$ cat config.mk
export PLATFORM = sky130hd
export DESIGN_NAME = mc_solver_sequencer_flat
export DESIGN_NICKNAME = d
export VERILOG_FILES = /design/src/rtl/mc_pkg.sv /design/src/rtl/mc_solver_sequencer_if.sv /design/src/rtl/mc_move_checker.sv /design/src/rtl/mc_solver_sequencer.sv /design/src/flat_wrapper.sv
export SDC_FILE = /design/constraint.sdc
export NUM_CORES = 1
export LEC_CHECK = 0
export ABC_CLOCK_PERIOD_IN_PS = 4500
export BUFFER_PORTS_ARGS = -buffer_cell sky130_fd_sc_hd__buf_4
export CAP_MARGIN = 20
export CORE_ASPECT_RATIO = 1.4
export CORE_UTILIZATION = 58
export DETAILED_ROUTE_END_ITERATION = 8
export PLACE_DENSITY = 0.84
export SKIP_CTS_REPAIR_TIMING = 1
export SYNTH_ARGS = -nofsm -noshare
export SYNTH_HDL_FRONTEND = slang
export SYNTH_SLANG_ARGS = --single-unit
$ cat constraint.sdc
create_clock -name clk -period 4.5 [get_ports clk]
set_clock_uncertainty 0.1 [all_clocks]
set_input_delay 0.225 -clock clk [delete_from_list [all_inputs] [get_ports clk]]
set_output_delay 0.225 -clock clk [all_outputs]
set_load 0.03 [all_outputs]
$ cat src/rtl/mc_pkg.sv
// Shared types and constants for the missionary-cannibal solver sequencer.
// Provides the puzzle state struct, start/goal constants, error codes and the
// sequencer FSM state enum.
package mc_pkg;

    // Left-bank counts plus boat side (0 = left bank, 1 = right bank)
    typedef struct packed {
        logic [1:0] m;
        logic [1:0] c;
        logic       dir;
    } mc_state_t;

    localparam mc_state_t MC_RESET = '{m: 2'd0, c: 2'd0, dir: 1'b0};
    localparam mc_state_t MC_START = '{m: 2'd3, c: 2'd3, dir: 1'b0};
    localparam mc_state_t MC_GOAL  = '{m: 2'd0, c: 2'd0, dir: 1'b1};

    localparam logic [1:0] ERR_NONE    = 2'b00;
    localparam logic [1:0] ERR_MOVE    = 2'b01;
    localparam logic [1:0] ERR_UNSAFE  = 2'b10;
    localparam logic [1:0] ERR_TIMEOUT = 2'b11;

    typedef enum logic [1:0] {
        ST_IDLE  = 2'd0,
        ST_EMIT  = 2'd1,
        ST_DONE  = 2'd2,
        ST_ERROR = 2'd3
    } fsm_t;

endpackage

$ cat src/rtl/mc_solver_sequencer_if.sv
// Bundles the sequencer's control, solver and trace signals.
// master: run controller / solver / trace consumer side (drives start, abort,
//         solver_*_next, out_ready).
// slave:  sequencer side (drives solver_*_curr, trace record and status).
interface mc_solver_sequencer_if #(
    parameter int unsigned STEP_W = 4
);
    logic              start;
    logic              abort;
    logic [1:0]        solver_m_curr;
    logic [1:0]        solver_c_curr;
    logic              solver_dir;
    logic [1:0]        solver_m_next;
    logic [1:0]        solver_c_next;
    logic              out_valid;
    logic              out_ready;
    logic [1:0]        out_m;
    logic [1:0]        out_c;
    logic              out_dir;
    logic [STEP_W-1:0] out_step;
    logic              busy;
    logic              done;
    logic              err;
    logic [1:0]        err_code;

    modport master (
        output start, abort, solver_m_next, solver_c_next, out_ready,
        input  solver_m_curr, solver_c_curr, solver_dir, out_valid,
               out_m, out_c, out_dir, out_step, busy, done, err, err_code
    );

    modport slave (
        input  start, abort, solver_m_next, solver_c_next, out_ready,
        output solver_m_curr, solver_c_curr, solver_dir, out_valid,
               out_m, out_c, out_dir, out_step, busy, done, err, err_code
    );
endinterface

$ cat src/rtl/mc_move_checker.sv
// Combinational legality and safety check of a proposed crossing.
// Ports: curr_i (current state), m_next_i/c_next_i (proposed left-bank
// counts), move_ok_o (boat load 1..2 in the right direction),
// safe_ok_o (neither bank has missionaries outnumbered).
module mc_move_checker
    import mc_pkg::*;
(
    input  mc_state_t  curr_i,
    input  logic [1:0] m_next_i,
    input  logic [1:0] c_next_i,
    output logic       move_ok_o,
    output logic       safe_ok_o
);
    logic [2:0] dm;
    logic [2:0] dc;
    logic [2:0] load;
    logic       dir_ok;
    logic [1:0] right_m;
    logic [1:0] right_c;

    always_comb begin
        dir_ok = 1'b1;
        dm     = 3'd0;
        dc     = 3'd0;
        // Boat on the left carries people away from it; on the right it brings them back.
        // Differences only matter when dir_ok holds, so wrap on a bad direction is harmless.
        if (!curr_i.dir) begin
            dir_ok = (m_next_i <= curr_i.m) && (c_next_i <= curr_i.c);
            dm     = 3'(curr_i.m) - 3'(m_next_i);
            dc     = 3'(curr_i.c) - 3'(c_next_i);
        end else begin
            dir_ok = (m_next_i >= curr_i.m) && (c_next_i >= curr_i.c);
            dm     = 3'(m_next_i) - 3'(curr_i.m);
            dc     = 3'(c_next_i) - 3'(curr_i.c);
        end
        load      = dm + dc;
        move_ok_o = dir_ok && ((load == 3'd1) || (load == 3'd2));

        right_m   = 2'd3 - m_next_i;
        right_c   = 2'd3 - c_next_i;
        safe_ok_o = !(((m_next_i != 2'd0) && (m_next_i < c_next_i)) ||
                      ((right_m  != 2'd0) && (right_m  < right_c)));
    end
endmodule

$ cat src/rtl/mc_solver_sequencer.sv
// Sequences a river-crossing run: holds the puzzle state, feeds it to the
// external next-state block, validates each returned move and streams every
// visited state as a trace record.
// Ports: clk, reset (async active-high), bus (slave modport: start/abort,
// solver current/next state, out_* trace record with valid/ready, busy,
// done, err, err_code).
module mc_solver_sequencer
    import mc_pkg::*;
#(
    parameter int unsigned MAX_STEPS = 15,
    parameter int unsigned STEP_W    = 4
) (
    input  logic                  clk,
    input  logic                  reset,
    mc_solver_sequencer_if.slave  bus
);
    fsm_t              state_q, state_d;
    mc_state_t         pos_q, pos_d;
    logic [STEP_W-1:0] step_q, step_d;
    logic              valid_q, valid_d;
    logic              done_q, done_d;
    logic              err_q, err_d;
    logic [1:0]        code_q, code_d;

    logic move_ok;
    logic safe_ok;

    mc_move_checker u_checker (
        .curr_i    (pos_q),
        .m_next_i  (bus.solver_m_next),
        .c_next_i  (bus.solver_c_next),
        .move_ok_o (move_ok),
        .safe_ok_o (safe_ok)
    );

    // State register
    always_ff @(posedge clk or posedge reset) begin
        if (reset) begin
            state_q <= ST_IDLE;
            pos_q   <= MC_RESET;
            step_q  <= '0;
            valid_q <= 1'b0;
            done_q  <= 1'b0;
            err_q   <= 1'b0;
            code_q  <= ERR_NONE;
        end else begin
            state_q <= state_d;
            pos_q   <= pos_d;
            step_q  <= step_d;
            valid_q <= valid_d;
            done_q  <= done_d;
            err_q   <= err_d;
            code_q  <= code_d;
        end
    end

    // Next-state logic; abort outranks start and any handshake
    always_comb begin
        state_d = state_q;
        pos_d   = pos_q;
        step_d  = step_q;
        valid_d = valid_q;
        done_d  = done_q;
        err_d   = err_q;
        code_d  = code_q;

        if (bus.abort) begin
            state_d = ST_IDLE;
            valid_d = 1'b0;
            done_d  = 1'b0;
            err_d   = 1'b0;
            code_d  = ERR_NONE;
        end else begin
            case (state_q)
                ST_IDLE, ST_DONE, ST_ERROR: begin
                    if (bus.start) begin
                        state_d = ST_EMIT;
                        pos_d   = MC_START;
                        step_d  = '0;
                        valid_d = 1'b1;
                        done_d  = 1'b0;
                        err_d   = 1'b0;
                        code_d  = ERR_NONE;
                    end
                end
                ST_EMIT: begin
                    if (valid_q && bus.out_ready) begin
                        // The current record has just been accepted; decide what follows it.
                        if (pos_q == MC_GOAL) begin
                            state_d = ST_DONE;
                            valid_d = 1'b0;
                            done_d  = 1'b1;
                        end else if (step_q == STEP_W'(MAX_STEPS)) begin
                            state_d = ST_ERROR;
                            valid_d = 1'b0;
                            err_d   = 1'b1;
                            code_d  = ERR_TIMEOUT;
                        end else if (!move_ok) begin
                            state_d = ST_ERROR;
                            valid_d = 1'b0;
                            err_d   = 1'b1;
                            code_d  = ERR_MOVE;
                        end else if (!safe_ok) begin
                            state_d = ST_ERROR;
                            valid_d = 1'b0;
                            err_d   = 1'b1;
                            code_d  = ERR_UNSAFE;
                        end else begin
                            pos_d.m   = bus.solver_m_next;
                            pos_d.c   = bus.solver_c_next;
                            pos_d.dir = ~pos_q.dir;
                            step_d    = step_q + STEP_W'(1);
                        end
                    end
                end
                default: state_d = ST_IDLE;
            endcase
        end
    end

    assign bus.solver_m_curr = pos_q.m;
    assign bus.solver_c_curr = pos_q.c;
    assign bus.solver_dir    = pos_q.dir;
    assign bus.out_m         = pos_q.m;
    assign bus.out_c         = pos_q.c;
    assign bus.out_dir       = pos_q.dir;
    assign bus.out_step      = step_q;
    assign bus.out_valid     = valid_q;
    assign bus.busy          = valid_q;
    assign bus.done          = done_q;
    assign bus.err           = err_q;
    assign bus.err_code      = code_q;

endmodule

$ cat src/flat_wrapper.sv
// flat-port wrapper written by rule: the top's interface ports become plain ports
module mc_solver_sequencer_flat import mc_pkg::*;
#(
    parameter int unsigned MAX_STEPS = 15,
    parameter int unsigned STEP_W    = 4
)
  (clk, reset, bus_start, bus_abort, bus_solver_m_next, bus_solver_c_next, bus_out_ready, bus_solver_m_curr, bus_solver_c_curr, bus_solver_dir, bus_out_valid, bus_out_m, bus_out_c, bus_out_dir, bus_out_step, bus_busy, bus_done, bus_err, bus_err_code);
  mc_solver_sequencer_if #(.STEP_W(STEP_W)) bus_i ();
  input  logic clk;
  input  logic reset;
  input wire logic [$bits(bus_i.start)-1:0] bus_start;
  input wire logic [$bits(bus_i.abort)-1:0] bus_abort;
  input wire logic [$bits(bus_i.solver_m_next)-1:0] bus_solver_m_next;
  input wire logic [$bits(bus_i.solver_c_next)-1:0] bus_solver_c_next;
  input wire logic [$bits(bus_i.out_ready)-1:0] bus_out_ready;
  output wire logic [$bits(bus_i.solver_m_curr)-1:0] bus_solver_m_curr;
  output wire logic [$bits(bus_i.solver_c_curr)-1:0] bus_solver_c_curr;
  output wire logic [$bits(bus_i.solver_dir)-1:0] bus_solver_dir;
  output wire logic [$bits(bus_i.out_valid)-1:0] bus_out_valid;
  output wire logic [$bits(bus_i.out_m)-1:0] bus_out_m;
  output wire logic [$bits(bus_i.out_c)-1:0] bus_out_c;
  output wire logic [$bits(bus_i.out_dir)-1:0] bus_out_dir;
  output wire logic [$bits(bus_i.out_step)-1:0] bus_out_step;
  output wire logic [$bits(bus_i.busy)-1:0] bus_busy;
  output wire logic [$bits(bus_i.done)-1:0] bus_done;
  output wire logic [$bits(bus_i.err)-1:0] bus_err;
  output wire logic [$bits(bus_i.err_code)-1:0] bus_err_code;
  assign bus_i.start = bus_start;
  assign bus_i.abort = bus_abort;
  assign bus_i.solver_m_next = bus_solver_m_next;
  assign bus_i.solver_c_next = bus_solver_c_next;
  assign bus_i.out_ready = bus_out_ready;
  assign bus_solver_m_curr = bus_i.solver_m_curr;
  assign bus_solver_c_curr = bus_i.solver_c_curr;
  assign bus_solver_dir = bus_i.solver_dir;
  assign bus_out_valid = bus_i.out_valid;
  assign bus_out_m = bus_i.out_m;
  assign bus_out_c = bus_i.out_c;
  assign bus_out_dir = bus_i.out_dir;
  assign bus_out_step = bus_i.out_step;
  assign bus_busy = bus_i.busy;
  assign bus_done = bus_i.done;
  assign bus_err = bus_i.err;
  assign bus_err_code = bus_i.err_code;
  mc_solver_sequencer #(.MAX_STEPS(MAX_STEPS), .STEP_W(STEP_W)) u_core (.clk(clk), .reset(reset), .bus(bus_i));
endmodule
==> out/results.ini <==
[outcome]
status=complete, no violations

[worst_setup_path]
cp_slowest_cell=fa_1
cp.required_ns=4.59
rr_startpoint=u_core.bus.out_c[0]$_DFFE_PP0P_
crit_fanout=6
endpoint=u_core.bus.out_m[0]$_DFFE_PP0P_
reg2reg_depth=11
worstSetupStartpointType=flip-flop
crit_start=u_core.bus.out_c[0]$_DFFE_PP0P_
end_kind=flip-flop
critical_path_class=reg -> reg
path_cells=inv_1 > ha_1 > fa_1 > mux2_2 > fa_1 > xor2_1 > a21oi_1 > and3_1 > and4_4 > nand2_1 > o22a_1
slowest_delay_ns=0.46
crit_arrival_ns=3.31
worst_path_most_repeated_cell=fa_1
r2r_setup_slack_ns=1.27
r2r_end=u_core.bus.out_m[0]$_DFFE_PP0P_

[global_route]
grt_max_degree=17
grt_pass1_wl_um=4961
antenna_found_initial=0
grtUsageTotal=0.2618
first_global_vias=1120
grt_overflow=0

[floorplan]
die_y_um=58.61
core_area_um2=2177
die_area_um2=2487
initial_core_util=0.6098
fp.dieW_um=42.44
row_count=20
num_io_pins=29

[clock_network]
cts_tree=yes
clkTransAtPathRegs_ns=0.10
cts_max_path_buffers=2
numClockSinks=16
cts-htree-levels=1
cts_buffers=3
clock_latency_ns=0.29
clockRootBuffer=clkbuf_4

[final_layout]
syn_to_final_growth_pct=16.59
nFillCells=192
n_antenna_cell=0
drive_above_1_share=0.2485
nNetsFinal=194

[synth]
netlist.area_leader.share=0.3016
synth_edf_count=0
yosysSeqAreaShare=0.3016
synthFlopType=dfrtp_1
yosysTopAreaCell=dfrtp_1
ys_async_sr_fraction=1.000
synth_seq_cells=16
synthTopCellsByArea=dfrtp_1 30%, ha_1 9.4%, fa_1 7.5%
synth_cell_type_count=41
syn_inst=145
syn_area_um2=1328
syn_area_per_cell_um2=9.155
ys_warn_count=0
synth_commonest_cells=17 x inv_1, 16 x dfrtp_1, 13 x nand2_1, 10 x ha_1
synth_nets=169
synth_most_common_cell=inv_1

[route]
wl_per_cell_um=14.72
drc=0
first_iter_violations=15
vias=1087
drt_pass1_iterations=4
viasPerCell=5.691
ant_nets=0
finalWirelength_um=2811

[power]
vdd_drop_max_mv=0.1891
power_density_nw_per_um2=359.7
p_leak_uw=0.0007691

[timing]
holdWs_ns=0.07038
fin_crit_sh=0.7175
hold_viol=0
worst_slew_pin_slew_ns=0.6082
setup_viol=0
timing.final.crit_period_ns=3.229
report.final.slew_viol_count=0
slew_headroom=0.5941
fin_setup_tns_ns=0
rsz0062_at_grt=no
clock.fmax_mhz=309.7

[placed_design]
hpwlAfterDp_um=2252
io_buffer_count=28
globalplace.congestion=0.8949

[worst_hold_path]
worstHoldPathType=in -> reg

[flow_run]
drv_cap=0

sequential cells by signal, indices dropped and copies added, names as in the netlist:
register	count
u_core.bus.busy	1
u_core.bus.done	1
u_core.bus.err	1
u_core.bus.err_code	2
u_core.bus.out_c	2
u_core.bus.out_dir	1
u_core.bus.out_m	2
u_core.bus.out_step	4
u_core.state_q	2
layout by cell type, fill, tap and decap left out, drive strengths merged:
cell	synthesis	final
o221ai	2	2
fa	5	5
xor2	2	2
o41ai	1	1
mux2i	2	2
o211ai	2	2
buf	8	28
nor4	1	1
a211oi	3	3
nand2b	4	4
dfrtp	16	16
nor2b	2	2
o21ai	3	3
nand3	8	8
a22oi	1	1
and3	2	2
o21a	3	3
nor3	1	1
and2	5	5
nor2	8	8
clkbuf	1	4
a31oi	1	1
mux2	1	1
or3	4	4
ha	10	10
inv	18	18
a21oi	5	5
xnor2	4	4
o22a	5	5
and4	1	1
o21ba	1	1
nand4	1	1
nand2	13	13
or4	1	1
dlygate4sd3	0	1
metal layers:
| metal | up-vias | GRT usage | part of all wire |
|---|---|---|---|
| met1 | 525 | 0.3114 | 0.40 |
| met4 | 0 | 0.08482 | 0.014 |
| li1 | 537 | - | - |
| met5 | - | 0 | 0 |
| met2 | 21 | 0.4857 | 0.56 |
| met3 | 4 | 0.03067 | 0.022 |
worst max-delay path, delay by kind of cell, from the launching register on:
family,cells,cell delay (ns)
AOI/OAI and AO/OA,2,0.36
DFF,1,0.44
adders and majority gates,3,1.09
buffers and inverters,1,0.07
xor gates and xnor gates,1,0.17
and+or+nand+nor,3,0.60
muxes,1,0.29
cells by family (layout without fill, tap and decap cells):
group           count (synthesis)  count (layout)  synth area share
compound gates                 27              27            0.1546
buf+inv                        27              51           0.09896
mux                             3               3           0.02639
xor+xnor                        6               6           0.04525
flops                          16              16            0.3016
fa+ha+maj                      15              15            0.1697
simple gates                   51              51            0.2036
per-stage QoR:
| step | power (uW) | area, um2 | cells | utilization | worst slack (ns) |
|---|---|---|---|---|---|
| floorplan | 394.6 | 1328 | 145 | - | 1.302 |
| global placement | 452.1 | 1501 | 186 | 0.6897 | 1.402 |
| detailed placement | 460.4 | 1501 | 186 | 0.6897 | 1.305 |
| CTS | 555.8 | 1538 | 190 | 0.7063 | 1.272 |
| global route | 592.8 | 1548 | 191 | 0.7109 | 1.143 |
| finish | 556.7 | 1548 | 191 | 0.7109 | 1.271 |
area by class of cell:
class / instances / area, um2 / share of cell area
Clock buffer: 4 / 36.28 / 0.02344
Inverter: 18 / 67.56 / 0.04365
Multi-Input combinational cell: 102 / 795.8 / 0.5141
Sequential cell: 16 / 400.4 / 0.2587
Tap cell: 22 / 27.53 / 0.01779
Timing Repair Buffer: 29 / 220.2 / 0.1423
worst min path at each step:
| stage | from | end | cells after the start |
|---|---|---|---|
| detailed placement | reset | u_core.bus.out_step[1]$_DFFE_PP0P_ | 2 |
| CTS | reset | u_core.bus.out_step[1]$_DFFE_PP0P_ | 2 |
| global route | bus_solver_c_next[0] | u_core.bus.out_c[0]$_DFFE_PP0P_ | 2 |
| finish | bus_abort | u_core.bus.done$_DFFE_PP0P_ | 2 |
| floorplan | reset | u_core.bus.busy$_DFFE_PP0P_ | 1 |
| global placement | reset | u_core.bus.out_step[1]$_DFFE_PP0P_ | 2 |
report_power, final:
group	switching (uW)	internal (uW)	total [uW]	leakage, uW
Clock	47.8	49.3	97.1	0.0000210
Sequential	30.4	164	195	0.000190
Combinational	155	110	265	0.000558
Note: power is estimated with default switching activity, not from simulation.
